==> config.mk <==
export PLATFORM = sky130hd
export DESIGN_NAME = framebuffer_write
export DESIGN_NICKNAME = d
export VERILOG_FILES = /design/src/rtl/fb_pkg.sv /design/src/rtl/fb_write_fifo.sv /design/src/rtl/framebuffer_write.sv
export SDC_FILE = /design/constraint.sdc
export NUM_CORES = 2
export LEC_CHECK = 0
export CORE_AREA = 2 2 643 645
export DETAILED_ROUTE_END_ITERATION = 10
export DIE_AREA = 0 0 645 647
export GPL_TIMING_DRIVEN = 0
export PLACE_DENSITY_LB_ADDON = 0.15
export RECOVER_POWER = 25
export SLEW_MARGIN = 20
export SYNTH_ARGS = -nofsm -noshare
export SYNTH_HDL_FRONTEND = slang
export SYNTH_SLANG_ARGS = --single-unit
==> constraint.sdc <==
create_clock -name clock -period 5.25 [get_ports clock]
set_input_delay 1.05 -clock clock [delete_from_list [all_inputs] [get_ports clock]]
set_output_delay 1.05 -clock clock [all_outputs]
set_load 0.1 [all_outputs]
==> src/rtl/fb_pkg.sv <==
// Shared types and widths for the framebuffer write/read masters.
package fb_pkg;

  localparam int FB_ADDR_W  = 29;
  localparam int FB_DATA_W  = 64;
  localparam int FB_BURST_W = 8;
  localparam int FB_PIX_W   = 32;
  localparam logic [7:0] FB_BE_ALL = 8'hFF;

  typedef enum logic [1:0] {
    IDLE  = 2'd0,
    FILL  = 2'd1,
    BURST = 2'd2,
    DONE  = 2'd3
  } fb_state_t;

  // Pixel word 0x00RRGGBB, also used by framebuffer_read
  typedef logic [FB_PIX_W-1:0] fb_pixel_t;

endpackage

==> src/rtl/fb_write_fifo.sv <==
// Show-ahead FIFO between pixel packing and the Avalon burst side.
// data_o always presents the head entry; pop_i consumes it.
module fb_write_fifo #(
  parameter int DEPTH = 64,
  parameter int W     = 64,
  parameter int CW    = $clog2(DEPTH) + 1
) (
  input  logic          clock,
  input  logic          reset_n,
  input  logic          push_i,
  input  logic [W-1:0]  data_i,
  input  logic          pop_i,
  output logic [W-1:0]  data_o,
  output logic          full_o,
  output logic [CW-1:0] count_o
);

  localparam int AW = $clog2(DEPTH);

  logic [W-1:0]  mem [DEPTH];
  logic [AW-1:0] wr_ptr_q, rd_ptr_q;
  logic [CW-1:0] count_q;

  // Storage array; contents are don't-care until written
  always_ff @(posedge clock) begin
    if (push_i) mem[wr_ptr_q] <= data_i;
  end

  // Pointers and occupancy; simultaneous push/pop leaves count unchanged
  always_ff @(posedge clock or negedge reset_n) begin
    if (!reset_n) begin
      wr_ptr_q <= '0;
      rd_ptr_q <= '0;
      count_q  <= '0;
    end else begin
      if (push_i) wr_ptr_q <= wr_ptr_q + 1'b1;
      if (pop_i)  rd_ptr_q <= rd_ptr_q + 1'b1;
      case ({push_i, pop_i})
        2'b10:   count_q <= count_q + 1'b1;
        2'b01:   count_q <= count_q - 1'b1;
        default: count_q <= count_q;
      endcase
    end
  end

  assign data_o  = mem[rd_ptr_q];
  assign full_o  = (count_q == CW'(DEPTH));
  assign count_o = count_q;

endmodule

==> src/rtl/framebuffer_write.sv <==
// Avalon-MM burst write master: packs pixel pairs into 64-bit words and
// writes a whole frame into the selected SDRAM framebuffer.
//
// state | meaning
// IDLE  | waiting for frame_start
// FILL  | waiting until the FIFO holds the next burst's words
// BURST | issuing beats; write stays high until the last beat is taken
// DONE  | frame_done pulse, busy drops
module framebuffer_write
  import fb_pkg::*;
#(
  parameter int                   WIDTH      = 640,
  parameter int                   HEIGHT     = 480,
  parameter logic [FB_ADDR_W-1:0] BUF0_BASE  = 29'h0400000,
  parameter logic [FB_ADDR_W-1:0] BUF1_BASE  = 29'h0500000,
  parameter int                   BURST_LEN  = 16,
  parameter int                   FIFO_DEPTH = 64
) (
  input  logic                  clock,
  input  logic                  reset_n,
  input  logic                  buffer,
  input  logic                  frame_start,
  input  fb_pixel_t             pixel_in,
  input  logic                  pixel_valid,
  output logic                  pixel_ready,
  output logic [FB_ADDR_W-1:0]  address,
  output logic [FB_BURST_W-1:0] burstcount,
  output logic [FB_DATA_W-1:0]  writedata,
  output logic [7:0]            byteenable,
  output logic                  write,
  input  logic                  waitrequest,
  output logic                  busy,
  output logic                  frame_done
);

  localparam int TOTAL_PIX   = WIDTH * HEIGHT;
  localparam int TOTAL_WORDS = TOTAL_PIX / 2;
  localparam int PIX_W       = $clog2(TOTAL_PIX + 1);
  localparam int WL_W        = $clog2(TOTAL_WORDS + 1);
  localparam int CNT_W       = $clog2(FIFO_DEPTH) + 1;

  fb_state_t             state_q;
  logic [FB_ADDR_W-1:0]  base_q, address_q;
  logic [WL_W-1:0]       words_left_q;
  logic [FB_BURST_W-1:0] burstcount_q, beats_left_q;
  logic                  write_q, busy_q, frame_done_q;

  logic [PIX_W-1:0]      pix_cnt_q, pix_cnt_d;
  fb_pixel_t             lo_q, lo_d;

  logic                  fifo_full;
  logic [CNT_W-1:0]      fifo_count;
  logic [FB_DATA_W-1:0]  fifo_head;

  logic                  pix_acc, push, pop;
  logic [31:0]           nb;

  // Ready depends only on registered state, never on pixel_valid
  assign pixel_ready = (state_q != IDLE) && !fifo_full &&
                       (32'(pix_cnt_q) < 32'(TOTAL_PIX));
  assign pix_acc = pixel_valid && pixel_ready;
  // Odd-numbered pixel (count bit 0 set) completes the word
  assign push    = pix_acc && pix_cnt_q[0];
  assign pop     = write_q && !waitrequest;
  assign nb      = (32'(words_left_q) < 32'(BURST_LEN)) ? 32'(words_left_q)
                                                        : 32'(BURST_LEN);

  fb_write_fifo #(
    .DEPTH (FIFO_DEPTH),
    .W     (FB_DATA_W),
    .CW    (CNT_W)
  ) u_fifo (
    .clock   (clock),
    .reset_n (reset_n),
    .push_i  (push),
    .data_i  ({pixel_in, lo_q}),
    .pop_i   (pop),
    .data_o  (fifo_head),
    .full_o  (fifo_full),
    .count_o (fifo_count)
  );

  // Pixel counter and first-of-pair latch next state
  always_comb begin
    pix_cnt_d = pix_cnt_q;
    lo_d      = lo_q;
    if (state_q == IDLE && frame_start) begin
      pix_cnt_d = '0;
    end else if (pix_acc) begin
      pix_cnt_d = pix_cnt_q + 1'b1;
      if (!pix_cnt_q[0]) lo_d = pixel_in;
    end
  end

  // Pixel intake registers
  always_ff @(posedge clock or negedge reset_n) begin
    if (!reset_n) begin
      pix_cnt_q <= '0;
      lo_q      <= '0;
    end else begin
      pix_cnt_q <= pix_cnt_d;
      lo_q      <= lo_d;
    end
  end

  // Burst sequencing FSM with registered Avalon outputs
  always_ff @(posedge clock or negedge reset_n) begin
    if (!reset_n) begin
      state_q      <= IDLE;
      base_q       <= '0;
      address_q    <= '0;
      words_left_q <= '0;
      burstcount_q <= '0;
      beats_left_q <= '0;
      write_q      <= 1'b0;
      busy_q       <= 1'b0;
      frame_done_q <= 1'b0;
    end else begin
      frame_done_q <= 1'b0;
      case (state_q)
        IDLE: begin
          if (frame_start) begin
            base_q       <= buffer ? BUF1_BASE : BUF0_BASE;
            words_left_q <= WL_W'(TOTAL_WORDS);
            busy_q       <= 1'b1;
            state_q      <= FILL;
          end
        end
        FILL: begin
          // Start only once every beat of the burst is already buffered
          if (32'(fifo_count) >= nb) begin
            address_q    <= base_q;
            burstcount_q <= FB_BURST_W'(nb);
            beats_left_q <= FB_BURST_W'(nb);
            write_q      <= 1'b1;
            state_q      <= BURST;
          end
        end
        BURST: begin
          if (pop) begin
            beats_left_q <= beats_left_q - 1'b1;
            if (beats_left_q == 8'd1) begin
              write_q      <= 1'b0;
              base_q       <= base_q + FB_ADDR_W'(burstcount_q);
              words_left_q <= words_left_q - WL_W'(burstcount_q);
              if (32'(words_left_q) == 32'(burstcount_q)) begin
                state_q      <= DONE;
                frame_done_q <= 1'b1;
              end else begin
                state_q <= FILL;
              end
            end
          end
        end
        DONE: begin
          busy_q  <= 1'b0;
          state_q <= IDLE;
        end
        default: state_q <= IDLE;
      endcase
    end
  end

  assign address    = address_q;
  assign burstcount = burstcount_q;
  // Gate the FIFO head so the bus is quiet (and zero after reset) between bursts
  assign writedata  = write_q ? fifo_head : '0;
  assign byteenable = write_q ? FB_BE_ALL : 8'h00;
  assign write      = write_q;
  assign busy       = busy_q;
  assign frame_done = frame_done_q;

endmodule

==> metrics.log <==
[metrics] outcome: complete, but fails checks
[metrics] violated checks: max-capacitance violations, max-slew violations, negative setup slack
[metrics] vias in the first global route: 86,601
[metrics] signal arrival time at the worst endpoint: 4.28 ns
[metrics] highest-count cells in the layout ignoring fill and taps: 4,096 x edfxtp_1, 875 x mux4_2, 456 x mux2i_1
[metrics] standard cell core area: 0.4110 mm2
[metrics] most area-hungry cell type in the Yosys netlist: edfxtp_1
[metrics] CTS Buffer Depth: 4
[metrics] unrepaired setup endpoints after global routing: true
[metrics] slew at the pin with the worst max-slew slack: approximately 3.7 ns
[metrics] Post-Synth Adder-Cell Area: less than 1%
[metrics] placement row count: 236
[metrics] growth of design area from synthesis to finish: 22.06%
[metrics] mapped cell area: about 0.16 mm2
[metrics] highest clock rate: about 0.19 GHz
[metrics] Setup Crit Path Kind: reg -> out
[metrics] mux share of post-synthesis cell area: 15.49%
[metrics] startpoint type of the worst setup path: flop
[metrics] post-route antenna net violation count: 0
[metrics] post-synth top area share: ~75%
[metrics] Die Area: about 0.42 mm2
[metrics] total chip power: 115.8 mW
[metrics] Placement Cell Area: between 0.15 and 0.2 mm2
[metrics] Initial Util: 39.83%
[metrics] Hold Path Class: in -> reg
[metrics] pin count of the biggest net entering global routing: 67
[metrics] count of input and output buffers: 150
[metrics] Rel. slew slack: -145.0%
[metrics] final hold vios: 0
[metrics] clock tree from TritonCTS: yes
[metrics] synthesized instance count: 7,514
[metrics] # clock sinks: approximately 4,300
[metrics] proportion of layout cells with a drive suffix above 1: 30.99%
[metrics] most common cell after layout, fill and taps aside: edfxtp_1
[metrics] sort of element at the end of the critical path: primary output
[metrics] final estimated routing congestion in global placement: around 0.84
[metrics] Nets: around 8,700
[metrics] power per cell area: 579.3 mW/mm2
[metrics] maximum net fanout on the critical path: 10
[metrics] Warnings, synthesis: 0
[metrics] number of unique standard cell types used by synthesis: 75
[metrics] count of vias placed by the detailed router: 90,789
[metrics] xor and xnor area share after synthesis: less than 1%
[metrics] layer carrying the most global-route usage: met2
[metrics] Setup WS post-layout: -0.08448 ns
[metrics] Initial DRC Count: 15,615
[metrics] sequential fraction of the synthesis area: approximately 80%
[metrics] Leakage Power: about 65 nW
[metrics] number of flops mapped to enable cells by yosys: 4,096
[metrics] initial antenna violation count: 40
[metrics] most area-consuming cells after synthesis: edfxtp_1 75%, mux4_2 12%, mux2i_1 2.9%, dfrtp_1 2.6%, o221ai_1 0.55%
[metrics] drc violations: 0
[metrics] M3 GR Usage: 5.921%
[metrics] Post-Syn Area per Cell: between 20 and 25 um2
[metrics] share of the clock period used by the worst path after layout: 101.6%
[metrics] number of setup violations in the final report: 7
[metrics] Total Routed Length: ~620,000 um
[metrics] number of I/O pins: around 150
[metrics] GR Util met1: approximately two fifths
[metrics] floorplan die width: ~650 um
[metrics] Post-DP HPWL: 445,400 um
[metrics] Global Route met2 Usage: between 40% and 50%
[metrics] Global Route Usage Sum: between 20% and 30%
[metrics] clock latency on the worst-skew pair: a little over 1 ns
[metrics] Detailed Routing Iterations Pass 1: 5
[metrics] post-layout minimum cycle time: 5.334 ns
[metrics] H-tree Lvls: 5
[metrics] fraction of registers with async set/reset: 3.917%
[metrics] global route total overflow: 0
[metrics] worst clock skew on the final layout: 0.04257 ns
[metrics] number of buffers created by CTS: between 400 and 500
[metrics] Worst IR Drop VDD: 0.4992 mV
[metrics] clock-pin slew reported for the worst setup and hold paths after clock tree synthesis: 0.06 ns
[metrics] critical path required time: roughly 4.2 ns
[metrics] CTS Root Cell: clkbuf_16
[metrics] y dimension of the die: 647 um
[metrics] WL/cell: 43.17 um
[metrics] final design instance area without fill: roughly 0.20 mm2
[metrics] MaxCap Viol Count: 35
[metrics] post-synthesis compound-gate area fraction: under 10%
[metrics] Seq cells post-synth: 4,263
[metrics] wire length of the first global-routing pass: 815,000 um
[metrics] final number of max-transition violations: roughly 1,700
[metrics] top flip-flop cell by instance count after synthesis: edfxtp_1
[metrics] simple-gate share of the synthesized area: 1.301%
[metrics] dominant combinational cell family by area after synthesis: multiplexers
[metrics] routed via count divided by cell count: 6.283
[synthesized netlist by cell type (all sizes together), types with 6 or more instances]
cell / count
nor3: 22
nand2b: 12
a2111oi: 64
o221ai: 103
nor4: 11
dfrtp: 167
ha: 34
and4: 6
clkbuf: 216
o21ai: 79
a21oi: 154
nand2: 112
o22ai: 137
and2: 9
a22oi: 71
o31ai: 7
buf: 211
nor3b: 7
inv: 22
nand4: 18
a221oi: 22
a211o: 14
o21a: 7
or3: 8
mux2i: 474
and3: 6
nor2: 164
nand3: 22
a21o: 34
a31oi: 6
xnor2: 39
edfxtp: 4096
a22o: 42
mux2: 71
nor2b: 13
mux4: 875
xor2: 28
a211oi: 83
[path summary, 6_finish.rpt]
path | startpoint | end | slack (ns) | cells after the start
setup / recovery | u_fifo.rd_ptr_q[1] | writedata[63] | -0.08 | 9
hold / removal | pixel_in[27] | u_fifo.mem[48][59] | 0.42 | 1
setup reg to reg | pix_cnt_q[14] | u_fifo.mem[48][41] | 0.55 | 10
hold reg to reg | address[12] | address[12] | 0.51 | 1
max in group asynchronous | reset_n | lo_q[26] | 3.29 | 4
min in group asynchronous | reset_n | address[12] | 0.59 | 2
[flip-flops by register name, summed over array words and instances (netlist names), 2 cells and up]
| name | flops |
|---|---|
| u_fifo.mem | 4096 |
| lo_q | 32 |
| address | 29 |
| base_q | 29 |
| pix_cnt_q | 19 |
| words_left_q | 18 |
| beats_left_q | 8 |
| burstcount | 8 |
| u_fifo.count_o | 7 |
| u_fifo.rd_ptr_q | 6 |
| u_fifo.wr_ptr_q | 6 |
| state_q | 2 |
[routing by layer]
| metal | vias up | part of all wire (%) |
|---|---|---|
| li1 | 34104 | - |
| met1 | 49709 | 38 |
| met2 | 5968 | 46 |
| met3 | 996 | 10 |
| met4 | 12 | 5.0 |
| met5 | - | 0.011 |
[what timing repair did]
| action | in CTS | in global routing |
|---|---|---|
| gates cloned | 2 | 0 |
| endpoints found under the setup margin | 64 | 43 |
| hold endpoints to repair | 65 | 0 |
| pin swaps | 22 | 8 |
| gates resized for setup | 1257 | 59 |
| buffers inserted | 27 | 8 |
| hold buffers | 1 | 0 |
[critical path, cell delays in order (launching register included)]
cell,delay [ns]
dfrtp_2,0.43
buf_8,0.19
buf_8,0.23
buf_8,0.25
clkbuf_8,0.28
mux4_2,0.34
nand2_1,0.12
nand4_1,0.66
a22o_4,0.56
buf_12,0.18
[power breakdown]
group	switching, mW	internal [mW]	total [mW]
Sequential	1.51	40.4	41.9
Clock	13.4	17.4	30.9
Combinational	28.5	14.6	43.0
Total	43.4	72.4	116
[kinds of logic after synthesis]
family	Yosys count
compound gates	844
buf+inv	449
fa+ha+maj	37
simple gates	433
mux	1420
other cells	1
flops	4263
xor+xnor	67
[metrics by stage]
| stage | utilization (%) | setup TNS, ns | std cells | hold slack, ns | worst slack (ns) |
|---|---|---|---|---|---|
| 5_1_grt | 48.62 | -0.1480 | 14445 | 0.4213 | -0.09782 |
| 3_5_place_dp | 44.51 | -100.97 | 13594 | 0.4917 | -2.318 |
| 4_1_cts | 48.67 | -0.1043 | 14435 | 0.2742 | -0.05901 |
| 2_1_floorplan | - | 0 | 7515 | 0.4607 | 0.1170 |
| 3_3_place_gp | 41.87 | - | 13139 | 0.4902 | -7.654 |
| 6_report | 48.62 | -0.2621 | 14450 | 0.4226 | -0.08448 |
[cell type report]
type	count	area (um2)
Multi-Input combinational cell	2803	36410
Tap cell	5474	6849
Antenna cell	9	22.52
Fill cell	33278	211200
Timing Repair Buffer	642	11340
Clock buffer	551	11550
Inverter	22	82.58
Sequential cell	4263	127200
Buffer	423	3959
Clock inverter	263	2409
Power figures use the tool's default switching activity.
